<file path="src/rtl/serial_adder_if.sv">
// Handshake/result bundle for serial_adder.
// SERIAL_ADDER_SUB_EN adds the 'sub' operand-mode signal.
interface serial_adder_if #(
   parameter int WIDTH = 8
);
   logic             start;
   logic [WIDTH-1:0] a;
   logic [WIDTH-1:0] b;
   logic             cin;
`ifdef SERIAL_ADDER_SUB_EN
   logic             sub;
`endif
   logic [WIDTH-1:0] sum;
   logic             cout;
   logic             busy;
   logic             done;

   modport master (
`ifdef SERIAL_ADDER_SUB_EN
      output sub,
`endif
      output start, a, b, cin,
      input  sum, cout, busy, done
   );

   modport slave (
`ifdef SERIAL_ADDER_SUB_EN
      input  sub,
`endif
      input  start, a, b, cin,
      output sum, cout, busy, done
   );
endinterface

</file>
<file path="src/rtl/serial_adder.sv">
// Bit-serial adder: IDLE -> RUN (WIDTH bits, LSB first) -> DONE.
// SERIAL_ADDER_SUB_EN enables a - b via inverted addend and carry-in 1.
module serial_adder #(
   parameter int WIDTH = 8
) (
   input  logic        clk,
   input  logic        rst,
   serial_adder_if.slave bus
);
   localparam int CW = $clog2(WIDTH);

   typedef enum logic [1:0] {
      IDLE,
      RUN,
      DONE
   } state_t;

   state_t state, state_n;

   logic             load, step, last;
   logic             busy, done;
   logic [WIDTH-1:0] a_r, b_r;
   logic [WIDTH-2:0] sh;
   logic [WIDTH-1:0] sh_full;
   logic [WIDTH-1:0] sum_r;
   logic             cout_r;
   logic             carry;
   logic [CW-1:0]    cnt;
   logic             s_bit, c_bit;
   logic             sub_c;

`ifdef SERIAL_ADDER_SUB_EN
   assign sub_c = bus.sub;
`else
   assign sub_c = 1'b0;
`endif

   always_ff @(posedge clk) begin
      if (rst) state <= IDLE;
      else     state <= state_n;
   end

   always_comb begin
      state_n = state;
      load    = 1'b0;
      step    = 1'b0;
      last    = 1'b0;
      busy    = 1'b0;
      done    = 1'b0;
      unique case (state)
         IDLE: begin
            if (bus.start) begin
               load    = 1'b1;
               state_n = RUN;
            end
         end
         RUN: begin
            busy = 1'b1;
            step = 1'b1;
            if (cnt == CW'(WIDTH - 1)) begin
               last    = 1'b1;
               state_n = DONE;
            end
         end
         DONE: begin
            busy    = 1'b1;
            done    = 1'b1;
            state_n = IDLE;
         end
         default: state_n = IDLE;
      endcase
   end

   assign s_bit = a_r[0] ^ b_r[0] ^ carry;
   assign c_bit = (a_r[0] & b_r[0]) |
                  (a_r[0] & carry)  |
                  (b_r[0] & carry);

   // Earlier bits sit in sh; the current bit completes the word.
   assign sh_full = {s_bit, sh};

   always_ff @(posedge clk) begin
      if (rst) begin
         a_r    <= '0;
         b_r    <= '0;
         sh     <= '0;
         carry  <= 1'b0;
         cnt    <= '0;
         sum_r  <= '0;
         cout_r <= 1'b0;
      end else begin
         if (load) begin
            a_r   <= bus.a;
            b_r   <= sub_c ? ~bus.b : bus.b;
            carry <= sub_c ? 1'b1 : bus.cin;
            cnt   <= '0;
         end
         if (step) begin
            a_r   <= a_r >> 1;
            b_r   <= b_r >> 1;
            carry <= c_bit;
            sh    <= sh_full[WIDTH-1:1];
            cnt   <= last ? '0 : cnt + CW'(1);
         end
         if (last) begin
            sum_r  <= sh_full;
            cout_r <= c_bit;
         end
      end
   end

   assign bus.sum  = sum_r;
   assign bus.cout = cout_r;
   assign bus.busy = busy;
   assign bus.done = done;
endmodule

</file>
<file path="src/flat_wrapper.sv">
// flat-port wrapper written by rule: the top's interface ports become plain ports
module serial_adder_flat 
#(
   parameter int WIDTH = 8
)
  (clk, rst, bus_start, bus_a, bus_b, bus_cin, bus_sum, bus_cout, bus_busy, bus_done);
  serial_adder_if #(.WIDTH(WIDTH)) bus_i ();
  input  logic clk;
  input  logic rst;
  input wire logic [$bits(bus_i.start)-1:0] bus_start;
  input wire logic [$bits(bus_i.a)-1:0] bus_a;
  input wire logic [$bits(bus_i.b)-1:0] bus_b;
  input wire logic [$bits(bus_i.cin)-1:0] bus_cin;
  output wire logic [$bits(bus_i.sum)-1:0] bus_sum;
  output wire logic [$bits(bus_i.cout)-1:0] bus_cout;
  output wire logic [$bits(bus_i.busy)-1:0] bus_busy;
  output wire logic [$bits(bus_i.done)-1:0] bus_done;
  assign bus_i.start = bus_start;
  assign bus_i.a = bus_a;
  assign bus_i.b = bus_b;
  assign bus_i.cin = bus_cin;
  assign bus_sum = bus_i.sum;
  assign bus_cout = bus_i.cout;
  assign bus_busy = bus_i.busy;
  assign bus_done = bus_i.done;
  serial_adder #(.WIDTH(WIDTH)) u_core (.clk(clk), .rst(rst), .bus(bus_i));
endmodule
</file>
<file path="config.mk">
export PLATFORM = sky130hd
export DESIGN_NAME = serial_adder_flat
export DESIGN_NICKNAME = d
export VERILOG_FILES = /design/src/rtl/serial_adder_if.sv /design/src/rtl/serial_adder.sv /design/src/flat_wrapper.sv
export SDC_FILE = /design/constraint.sdc
export NUM_CORES = 1
export LEC_CHECK = 0
export CORE_MARGIN = 10
export CORE_UTILIZATION = 52
export CTS_CLUSTER_SIZE = 30
export DETAILED_ROUTE_END_ITERATION = 10
export PLACE_DENSITY = 0.79
export SLEW_MARGIN = 20
export SYNTH_ARGS = -nofsm -noshare
export SYNTH_HDL_FRONTEND = slang
export SYNTH_SLANG_ARGS = --single-unit
export TNS_END_PERCENT = 20
</file>
<file path="constraint.sdc">
create_clock -name clk -period 1.7 [get_ports clk]
set_input_delay 0.34 -clock clk [delete_from_list [all_inputs] [get_ports clk]]
set_output_delay 0.34 -clock clk [all_outputs]
set_load 0.03 [all_outputs]
</file>
Word-level counts from Yosys, hierarchy flattened
Index checks and enable logic that the tools add are counted.
{"block": "op_classes", "n_addsub": 1, "n_reduce_logical": 5, "n_eq_ne": 5, "bitwise": 7, "n_mux": 19}
{"cell": "7-bit 2-to-1 mux", "n": 4}
{"cell": "1-bit 2-to-1 mux", "n": 9}
{"cell": "3-bit 2-to-1 mux", "n": 3}
{"cell": "2-bit 2-to-1 mux", "n": 2}
{"cell": "2-bit one-hot mux with 2 select lines", "n": 1}
{"cell": "2-bit OR reduction", "n": 2}
{"cell": "3-bit by 1-bit adder with 3-bit output, second input constant", "n": 1}
{"cell": "1-bit AND", "n": 3}
{"cell": "3-bit == test, second input constant", "n": 1}
{"cell": "2-bit by 1-bit == test with 1-bit output, second input constant", "n": 1}
{"cell": "2-bit == test, second input constant", "n": 1}
{"cell": "2-bit zero test", "n": 1}
{"cell": "2-bit by 1-bit != test with 1-bit output, second input constant", "n": 1}
{"cell": "2-bit != test, second input constant", "n": 1}
{"cell": "1-bit bitwise OR", "n": 2}
{"cell": "2-bit AND reduction", "n": 1}
{"cell": "2-bit nonzero test", "n": 1}
{"cell": "1-bit bitwise XOR", "n": 2}
{"block": "totals", "ff_bits": 38, "output_inout_bits": 11, "word_cells": 47}

Depth between registers and ports, before layout
Gate-level depths: netlist (run 1).
{"block": "logic_depth", "depth_word": 5, "depth_mapped": 7}

Worst setup path after synthesis (run 1)
OpenSTA, ideal clock, no wires.
{"block": "synth_timing", "path_type": "register -> register", "from": "reg u_core.state[0]", "to": "reg u_core.b_r[1]", "required_ns": 1.581, "slack_ns": 0.296, "n_path_buf": 1, "stages_incl_launch_ff": 7, "arrival_ns": 1.284, "cell_sequence": "dfxtp_1 -> inv_1 -> ha_1 -> buf_6 -> and3_1 -> a211oi_2 -> nor3_1"}
{"block": "synth_via", "elab_chain_cells": 3, "word_cells_on_any_way": 6, "cone_classes": "1 x eq/ne; 3 x mux; 2 x reduce/logical"}
{"element": "start: declaration", "line_no": "serial_adder.sv:18", "text": "state_t state, state_n;"}
{"element": "start signal: assignment", "line_no": "serial_adder.sv:40", "text": "else state <= state_n;"}
{"element": "2-bit by 1-bit == test with 1-bit output / 2-bit zero test (equally long branches)", "line_no": "serial_adder.sv:50", "text": "unique case (state)"}
{"element": "1-bit 2-to-1 mux", "line_no": "serial_adder.sv:50"}
{"element": "7-bit 2-to-1 mux / 2-bit nonzero test (equally long branches)"}
{"element": "end signal: assignment", "line_no": "serial_adder.sv:94", "text": "b_r <= sub_c ? ~bus.b : bus.b;"}
{"element": "end signal: assignment", "line_no": "serial_adder.sv:100", "text": "b_r <= b_r >> 1;"}
{"element": "end: declaration", "line_no": "serial_adder.sv:22", "text": "logic [WIDTH-1:0] a_r, b_r;"}
Several ways; a longest one is shown, not always the timed one.
A chain may end at the register's enable or synchronous reset.

Worst setup path in the final report (run 1)
{"block": "layout_timing", "from": "reg u_core.state[0]", "to": "out bus_done"}
{"block": "layout_via", "elab_chain_cells": 2}
{"element": "2-bit == test", "line_no": "serial_adder.sv:50"}
{"element": "1-bit 2-to-1 mux", "line_no": "serial_adder.sv:50"}
{"element": "end: declaration", "line_no": "flat_wrapper.sv:17", "text": "output wire logic [$bits(bus_i.done)-1:0] bus_done;"}
No other way between the ends.

==> impl_metrics.json, run 1 <==
{
  "status": "complete, no violations",
  "rows": 21,
  "worst_setup_path_start_kind": "register",
  "grt_pass1_wl_mm": 6.37,
  "synthesis.area_mm2": 0.00179,
  "coreArea_mm2": 0.00334,
  "yosysUniqueCellTypes": 26,
  "final_core_util_pct": 64.8,
  "grt-ovfl-total": 0,
  "final_area_mm2": 0.00216,
  "tns_ps": 0,
  "holdWs_ps": 457,
  "synthesis.nets": 215,
  "hold_path_class": "reg2reg",
  "initial_core_util_pct": 53.7,
  "place_area_mm2": 0.00211,
  "crit_arrival_ps": 1270,
  "worstSetupPathDepth": 3,
  "dp_hpwl_mm": 2.72,
  "slowest_delay_ps": 370,
  "cts_inserted_buffers": 5,
  "irDropWorstVdd_uv": 987,
  "die-area_mm2": 0.00620,
  "maxCapViolCount": 0,
  "gp_congestion": 0.729,
  "cts_tree": "done",
  "slew_headroom_pct": 77.3,
  "synthCells": 187,
  "path_clk_slew_ps": 110,
  "cts_sinks": 38,
  "layout-drive-gt1-share_pct": 16.4,
  "max_clock_freq_mhz": 622,
  "end_kind": "primary output",
  "period_needed_ps": 1610,
  "ys_warn_count": 0,
  "placed_cells": 257,
  "ant_nets": 0,
  "drt-vias-per-instance": 5.42,
  "cts.hold.buffers_added": 0,
  "crit_type": "reg2out",
  "clockBufferDepth": 2,
  "rsz0062_at_grt": "false",
  "grt_pass1_vias": 1394,
  "setup_violations": 0,
  "cp_cell_sequence": "inv_1, ha_1, clkdlybuf4s15_2",
  "final_cells": 265,
  "worst-slew-pin-transition_ps": 342,
  "cts_root_buffer": "clkbuf_4",
  "clk-insertion-delay-late_ps": 350,
  "crit_slowest_cell": "dfxtp_2",
  "hold_viol_final": 0,
  "power_density_mw_per_mm2": 1340,
  "drc": 0,
  "rr_worst_depth": 6,
  "first_pass_iters": 4,
  "io_buffer_count": 30,
  "drtIter0Drc": 106,
  "track_usage_pct": 12.7,
  "wl_per_cell_um": 14.3,
  "skew_ps": 9.60,
  "final_nets": 246,
  "antenna_found_initial": 0,
  "grt_max_degree": 22,
  "path_max_fanout": 4,
  "path_buf_inv": 2,
  "routed-via-count": 1436,
  "ys_seq_elements": 38,
  "crit_family": "flip-flops",
  "cts_setup_buffers": 0,
  "power_leakage_nw": 0.898,
  "hold_path_depth": 2,
  "total_power_mw": 2.91,
  "period_share_pct": 94.6,
  "area_growth_pct": 20.7,
  "die_h_um": 78.7,
  "h-tree-depth": 2,
  "io-pin-count": 31,
  "slew_violations": 0,
  "setup_ws_ps": 91.5,
  "dieWidth_um": 78.7,
  "wirelength_mm": 3.79,
  "place_ws_ps": 22.8,
  "diodes": 0,
  "syn_area_per_cell_um2": 9.59,
  "required_ps": 1360,
  "ys_seq_area_share_pct": 42.4
}
## cells in the mapped netlist, drive strengths merged
cell type,count,area (µm²)
nand3b,3,22.5
a211oi,15,143
a21oi,13,68.8
nand2b,4,25.0
nor3,17,85.1
nor2b,13,81.3
clkbuf,8,60.1
and3,15,103
nand3,9,45.0
fa,1,20.0
and2b,3,23.8
dfxtp,38,761
nor2,8,30.0
ha,7,87.6
inv,3,11.3
nand2,12,52.6
mux2i,12,120
buf,6,53.8
## cell families after synthesis
logic type,count (synthesis),share of synthesized area (%)
adder cells (fa/ha/maj),8,6.00
flip-flops,38,42.4
buffers and inverters,17,6.98
multiplexers,12,6.70
AND/OR/NAND/NOR,84,26.1
AO/OA/AOI/OAI,28,11.8
## tightest hold or removal path, delay by kind of cell (launching register included)
family             cells  cell delay (ps)
DFF                    1              320
and+or+nand+nor        1               50
AOI/OAI and AO/OA      1               50
## final timing paths
path                                   startpoint                 to  slack, ps
worst max-delay path              u_core.state[0]           bus_done         90
worst min-delay path            u_core.bus.sum[2]  u_core.bus.sum[2]        460
worst max register to register    u_core.state[1]      u_core.a_r[0]        190
worst min register to register  u_core.bus.sum[2]  u_core.bus.sum[2]        460
## where the power goes
group	leakage (nW)	internal, mW	switching [mW]
clock	0.0353	0.200	0.289
combinational	0.553	0.581	0.618
sequential	0.310	1.09	0.131
total	0.898	1.87	1.04
## registers in the layout, indices dropped and copies added (netlist names)
register / cells
u_core.bus.cout: 1
u_core.cnt: 3
u_core.sh: 7
u_core.state: 2
u_core.a_r: 8
u_core.carry: 1
u_core.b_r: 8
u_core.bus.sum: 8
## area by class of cell
class,count,area (µm²)
flip-flops and latches,38,762
repair buffers,38,360
clock buffers,7,55.1
well taps,46,57.6
clock inverters,1,5.00
inverters,3,11.3
multi-input cells,132,912
fillers,284,1170
## layout by cell type, fill, tap and decap left out, drive strengths merged
cell type / count
a211oi: 15
a21oi: 13
and2b: 3
and3: 15
buf: 9
clkbuf: 7
clkdlybuf4s15: 1
clkdlybuf4s50: 19
clkinv: 1
dfxtp: 38
dlygate4sd2: 9
fa: 1
ha: 7
inv: 3
mux2i: 12
nand2: 12
nand2b: 4
nand3: 9
nand3b: 3
nor2: 8
nor2b: 13
nor3: 17
## metal layers
layer	vias to the layer above	part of all wire, %	GRT usage (%)
met4	0	2.9	5.91
met5	-	0	0
met3	9	6.1	5.63
li1	720	-	-
met1	674	42	13.7
met2	33	49	20.8
## repair_timing
item                       CTS  global route
setup endpoints to repair   10             3
resized for setup           12             2
gates cloned                 0             0
Note: power is estimated with default switching activity, not from simulation.
==> run 2, diff against run 1 <==
--- a/config.mk
+++ b/config.mk
@@ -10,6 +10,8 @@
 export CTS_CLUSTER_SIZE = 30
 export DETAILED_ROUTE_END_ITERATION = 10
 export PLACE_DENSITY = 0.79
+export RECOVER_POWER = 50
+export REMOVE_ABC_BUFFERS = 1
 export SLEW_MARGIN = 20
 export SYNTH_ARGS = -nofsm -noshare
 export SYNTH_HDL_FRONTEND = slang
==> impl_metrics.json, run 2 (same netlist as run 1, synthesis figures left out) <==
{
  "drt-vias-per-instance": 5.37,
  "rows": 21,
  "ant_nets": 0,
  "crit_type": "reg2out",
  "rsz0062_at_grt": "false",
  "path_clk_slew_ps": 110,
  "rr_worst_depth": 6,
  "startpoint": "u_core.state[0]",
  "diodes": 0,
  "cts.hold.buffers_added": 0,
  "track_usage_pct": 12.2,
  "clockBufferDepth": 2,
  "layout-drive-gt1-share_pct": 14.7,
  "cts_tree": "done",
  "dieWidth_um": 78.7,
  "hold_viol_final": 0,
  "path_buf_inv": 2,
  "wl_per_cell_um": 13.5,
  "period_share_pct": 95.2,
  "end_kind": "primary output",
  "total_power_mw": 3.20,
  "crit_arrival_ps": 1280,
  "path_max_fanout": 4,
  "cts_setup_buffers": 0,
  "h-tree-depth": 2,
  "hold_path_class": "reg2reg",
  "io_buffer_count": 30,
  "final_cells": 263,
  "worstSetupEndpoint": "bus_done",
  "slew_headroom_pct": 79.5,
  "worstSetupPathDepth": 3,
  "period_needed_ps": 1620,
  "drtIter0Drc": 95,
  "antenna_found_initial": 0,
  "tns_ps": 0,
  "cts_inserted_buffers": 5,
  "place_area_mm2": 0.00212,
  "grt_max_degree": 41,
  "required_ps": 1360,
  "drc": 0,
  "reg2reg_slack_ps": 220,
  "worst_setup_path_start_kind": "register",
  "cts_root_buffer": "clkbuf_4",
  "slew_violations": 0,
  "status": "complete, no violations",
  "die_h_um": 78.7,
  "final_area_mm2": 0.00221,
  "initial_core_util_pct": 53.7,
  "crit_slowest_cell": "dfxtp_2",
  "dp_hpwl_mm": 2.53,
  "maxCapViolCount": 0,
  "max_clock_freq_mhz": 618,
  "power_density_mw_per_mm2": 1450,
  "worst-slew-pin-transition_ps": 309,
  "slowest_delay_ps": 380,
  "grt_pass1_wl_mm": 6.30,
  "first_pass_iters": 5,
  "area_growth_pct": 23.2,
  "clk-insertion-delay-late_ps": 350,
  "layout_common_cells": "dfxtp_1, clkdlybuf4s50_1, nor3_1",
  "routed-via-count": 1411,
  "wirelength_mm": 3.55,
  "grt-ovfl-total": 0,
  "irDropWorstVdd_uv": 678,
  "final_nets": 244,
  "final_core_util_pct": 66.2,
  "cp_cell_sequence": "inv_1, ha_1, clkdlybuf4s15_2",
  "setup_violations": 0,
  "io-pin-count": 31,
  "gp_congestion": 0.730,
  "coreArea_mm2": 0.00334,
  "worstReg2RegEnd": "u_core.a_r[4]",
  "skew_ps": 7.24,
  "power_leakage_nw": 0.918,
  "cts_sinks": 38,
  "worstReg2RegStart": "u_core.state[0]",
  "placed_cells": 255,
  "layout_commonest_cell": "dfxtp_1",
  "die-area_mm2": 0.00620,
  "crit_family": "flip-flops",
  "grt_pass1_vias": 1421
}
[run 2: stage by stage]
stage               setup WS, ps  hold WS (ps)
floorplan                   -561           409
CTS                         58.5           460
global placement             110           442
detailed placement          39.8           446
finish                      80.8           456
global route                15.5           476
[run 2: worst reg2reg max path, stage by stage (launching register included)]
cell,delay (ps)
dfxtp_2,380
inv_1,90
ha_1,240
buf_12,160
and3_2,210
a211oi_1,240
nor3_1,80
[run 2: timing repair]
item | CTS | global route
resized for setup | 13 | 2
pin swaps | 0 | 0
gates cloned | 0 | 0
setup endpoints to repair | 10 | 12
[run 2: cell type report]
class                           count  area (µm²)
Multi-Input combinational cell    132         895
Fill cell                         293        1130
Tap cell                           46        57.6
Sequential cell                    38         763
Clock buffer                        6        51.3
Timing Repair Buffer               36         370
Clock inverter                      2        60.1
Inverter                            3        11.3
[run 2: power by group]
part	internal [mW]	switching, mW	leakage (nW)
clock	0.498	0.299	0.0585
sequential	1.09	0.129	0.311
combinational	0.579	0.600	0.549
total	2.17	1.03	0.918
[run 2: per-layer routing]
layer / wire length, µm / GRT usage, %
met4: 51 / 3.58
met2: 1740 / 22.0
met1: 1530 / 12.6
met3: 224 / 4.95
met5: 0 / 0
[run 2: worst min path at each step]
stage	start	endpoint	slack [ps]	depth (start not counted)
floorplan	rst	u_core.bus.cout	410	1
global placement	u_core.bus.sum[2]	u_core.bus.sum[2]	440	2
detailed placement	u_core.bus.sum[1]	u_core.bus.sum[1]	450	2
CTS	u_core.bus.sum[1]	u_core.bus.sum[1]	460	2
global route	u_core.bus.sum[1]	u_core.bus.sum[1]	480	2
finish	u_core.bus.sum[1]	u_core.bus.sum[1]	460	2
==> run 3, diff against run 2 <==
--- a/config.mk
+++ b/config.mk
@@ -6,10 +6,10 @@
 export NUM_CORES = 1
 export LEC_CHECK = 0
 export CORE_MARGIN = 10
-export CORE_UTILIZATION = 52
+export CORE_UTILIZATION = 56
 export CTS_CLUSTER_SIZE = 30
 export DETAILED_ROUTE_END_ITERATION = 10
-export PLACE_DENSITY = 0.79
+export PLACE_DENSITY = 0.84
 export RECOVER_POWER = 50
 export REMOVE_ABC_BUFFERS = 1
 export SLEW_MARGIN = 20
==> constraint.sdc (replaced) <==
create_clock -name clk -period 2 [get_ports clk]
set_input_delay 0.4 -clock clk [delete_from_list [all_inputs] [get_ports clk]]
set_output_delay 0.4 -clock clk [all_outputs]
set_load 0.03 [all_outputs]
==> impl_metrics.json, run 3 (same netlist as run 1, synthesis figures left out) <==
{
  "cts_sinks": 38,
  "path_max_fanout": 4,
  "cts_tree": "done",
  "die_h_um": 76.6,
  "routed-via-count": 1429,
  "max_clock_freq_mhz": 525,
  "end_kind": "primary output",
  "grt_max_degree": 28,
  "cts.hold.buffers_added": 0,
  "cts_setup_buffers": 0,
  "dp_hpwl_mm": 2.68,
  "required_ps": 1600,
  "diodes": 0,
  "worstReg2RegStart": "u_core.state[1]",
  "skew_ps": 8.98,
  "rows": 20,
  "slew_violations": 0,
  "period_needed_ps": 1910,
  "track_usage_pct": 12.2,
  "h-tree-depth": 2,
  "coreArea_mm2": 0.00305,
  "slew_headroom_pct": 71.3,
  "maxCapViolCount": 0,
  "path_clk_slew_ps": 110,
  "clk-insertion-delay-late_ps": 340,
  "crit_arrival_ps": 1510,
  "drt-vias-per-instance": 5.48,
  "grt-ovfl-total": 0,
  "drtIter0Drc": 100,
  "final_core_util_pct": 68.9,
  "layout-drive-gt1-share_pct": 11.1,
  "ant_nets": 0,
  "first_pass_iters": 4,
  "irDropWorstVdd_uv": 695,
  "io-pin-count": 31,
  "wirelength_mm": 3.58,
  "dieWidth_um": 76.6,
  "worstReg2RegEnd": "u_core.sh[3]",
  "hold_path_depth": 2,
  "holdWs_ps": 460,
  "cts_inserted_buffers": 5,
  "total_power_mw": 2.36,
  "clockBufferDepth": 2,
  "layout_common_cells": "dfxtp_1, clkdlybuf4s50_1, nor3_1",
  "die-area_mm2": 0.00587,
  "rsz0062_at_grt": "false",
  "status": "complete, no violations",
  "startpoint": "u_core.state[0]",
  "initial_core_util_pct": 58.7,
  "drc": 0,
  "hold_path_class": "reg2reg",
  "cts_root_buffer": "clkbuf_4",
  "wl_per_cell_um": 13.7,
  "reg2reg_slack_ps": 260,
  "power_leakage_nw": 0.836,
  "setup_violations": 0,
  "cts_resized": 2,
  "worst_setup_path_start_kind": "register",
  "crit_type": "reg2out",
  "antenna_found_initial": 0,
  "rr_worst_depth": 5,
  "worst-slew-pin-transition_ps": 430,
  "grt_pass1_wl_mm": 6.07,
  "gp_congestion": 0.768,
  "power_density_mw_per_mm2": 1120,
  "worstSetupEndpoint": "bus_busy",
  "area_growth_pct": 17.4,
  "hold_viol_final": 0,
  "io_buffer_count": 30,
  "period_share_pct": 95.3,
  "grt_pass1_vias": 1443,
  "final_nets": 244,
  "layout_commonest_cell": "dfxtp_1"
}
-- run 3: area by class of cell --
cell class | instances | area [µm²]
clock buffers | 7 | 55.1
clock inverters | 1 | 5.00
fillers | 271 | 948
inverters | 3 | 11.3
multi-input cells | 132 | 876
flip-flops and latches | 38 | 761
well taps | 44 | 55.1
repair buffers | 36 | 342
-- run 3: per-stage QoR --
step | setup slack (ps) | area [µm²] | instances | setup TNS [ps]
2_1_floorplan | -261 | 1680 | 173 | -2600
5_1_grt | 14.4 | 2100 | 261 | 0
6_report | 94.8 | 2100 | 261 | 0
3_5_place_dp | 162 | 2080 | 253 | 0
3_3_place_gp | 226 | 2080 | 253 | 0
4_1_cts | 53.1 | 2140 | 261 | 0
-- run 3: report_power, final --
group,total (mW),leakage (nW),internal (mW),switching (mW)
clock network,0.410,0.0353,0.170,0.240
registers,1.03,0.310,0.923,0.109
logic,0.922,0.490,0.428,0.494
total,2.36,0.836,1.52,0.843
-- run 3: worst min-delay path by stage --
stage | end | slack (ps) | startpoint
6_report | u_core.bus.sum[2] | 460 | u_core.bus.sum[2]
5_1_grt | u_core.bus.sum[7] | 480 | u_core.bus.sum[7]
4_1_cts | u_core.bus.sum[2] | 460 | u_core.bus.sum[2]
3_5_place_dp | u_core.bus.sum[2] | 450 | u_core.bus.sum[2]
3_3_place_gp | u_core.bus.sum[2] | 440 | u_core.bus.sum[2]
2_1_floorplan | u_core.bus.sum[6] | 450 | u_core.sh[6]
-- run 3: per-layer routing --
metal  share of wire, %  up-vias  track usage [%]
met5                  0        -                0
met4                1.4        0             3.90
met3                5.1        7             5.31
met2                 51       31             21.9
met1                 42      677             12.4
li1                   -      714                -
-- run 3: critical path, stage by stage, from the launching register on --
cell             delay, ps
dfxtp_1                400
inv_1                  100
ha_1                   300
clkdlybuf4s15_1        370
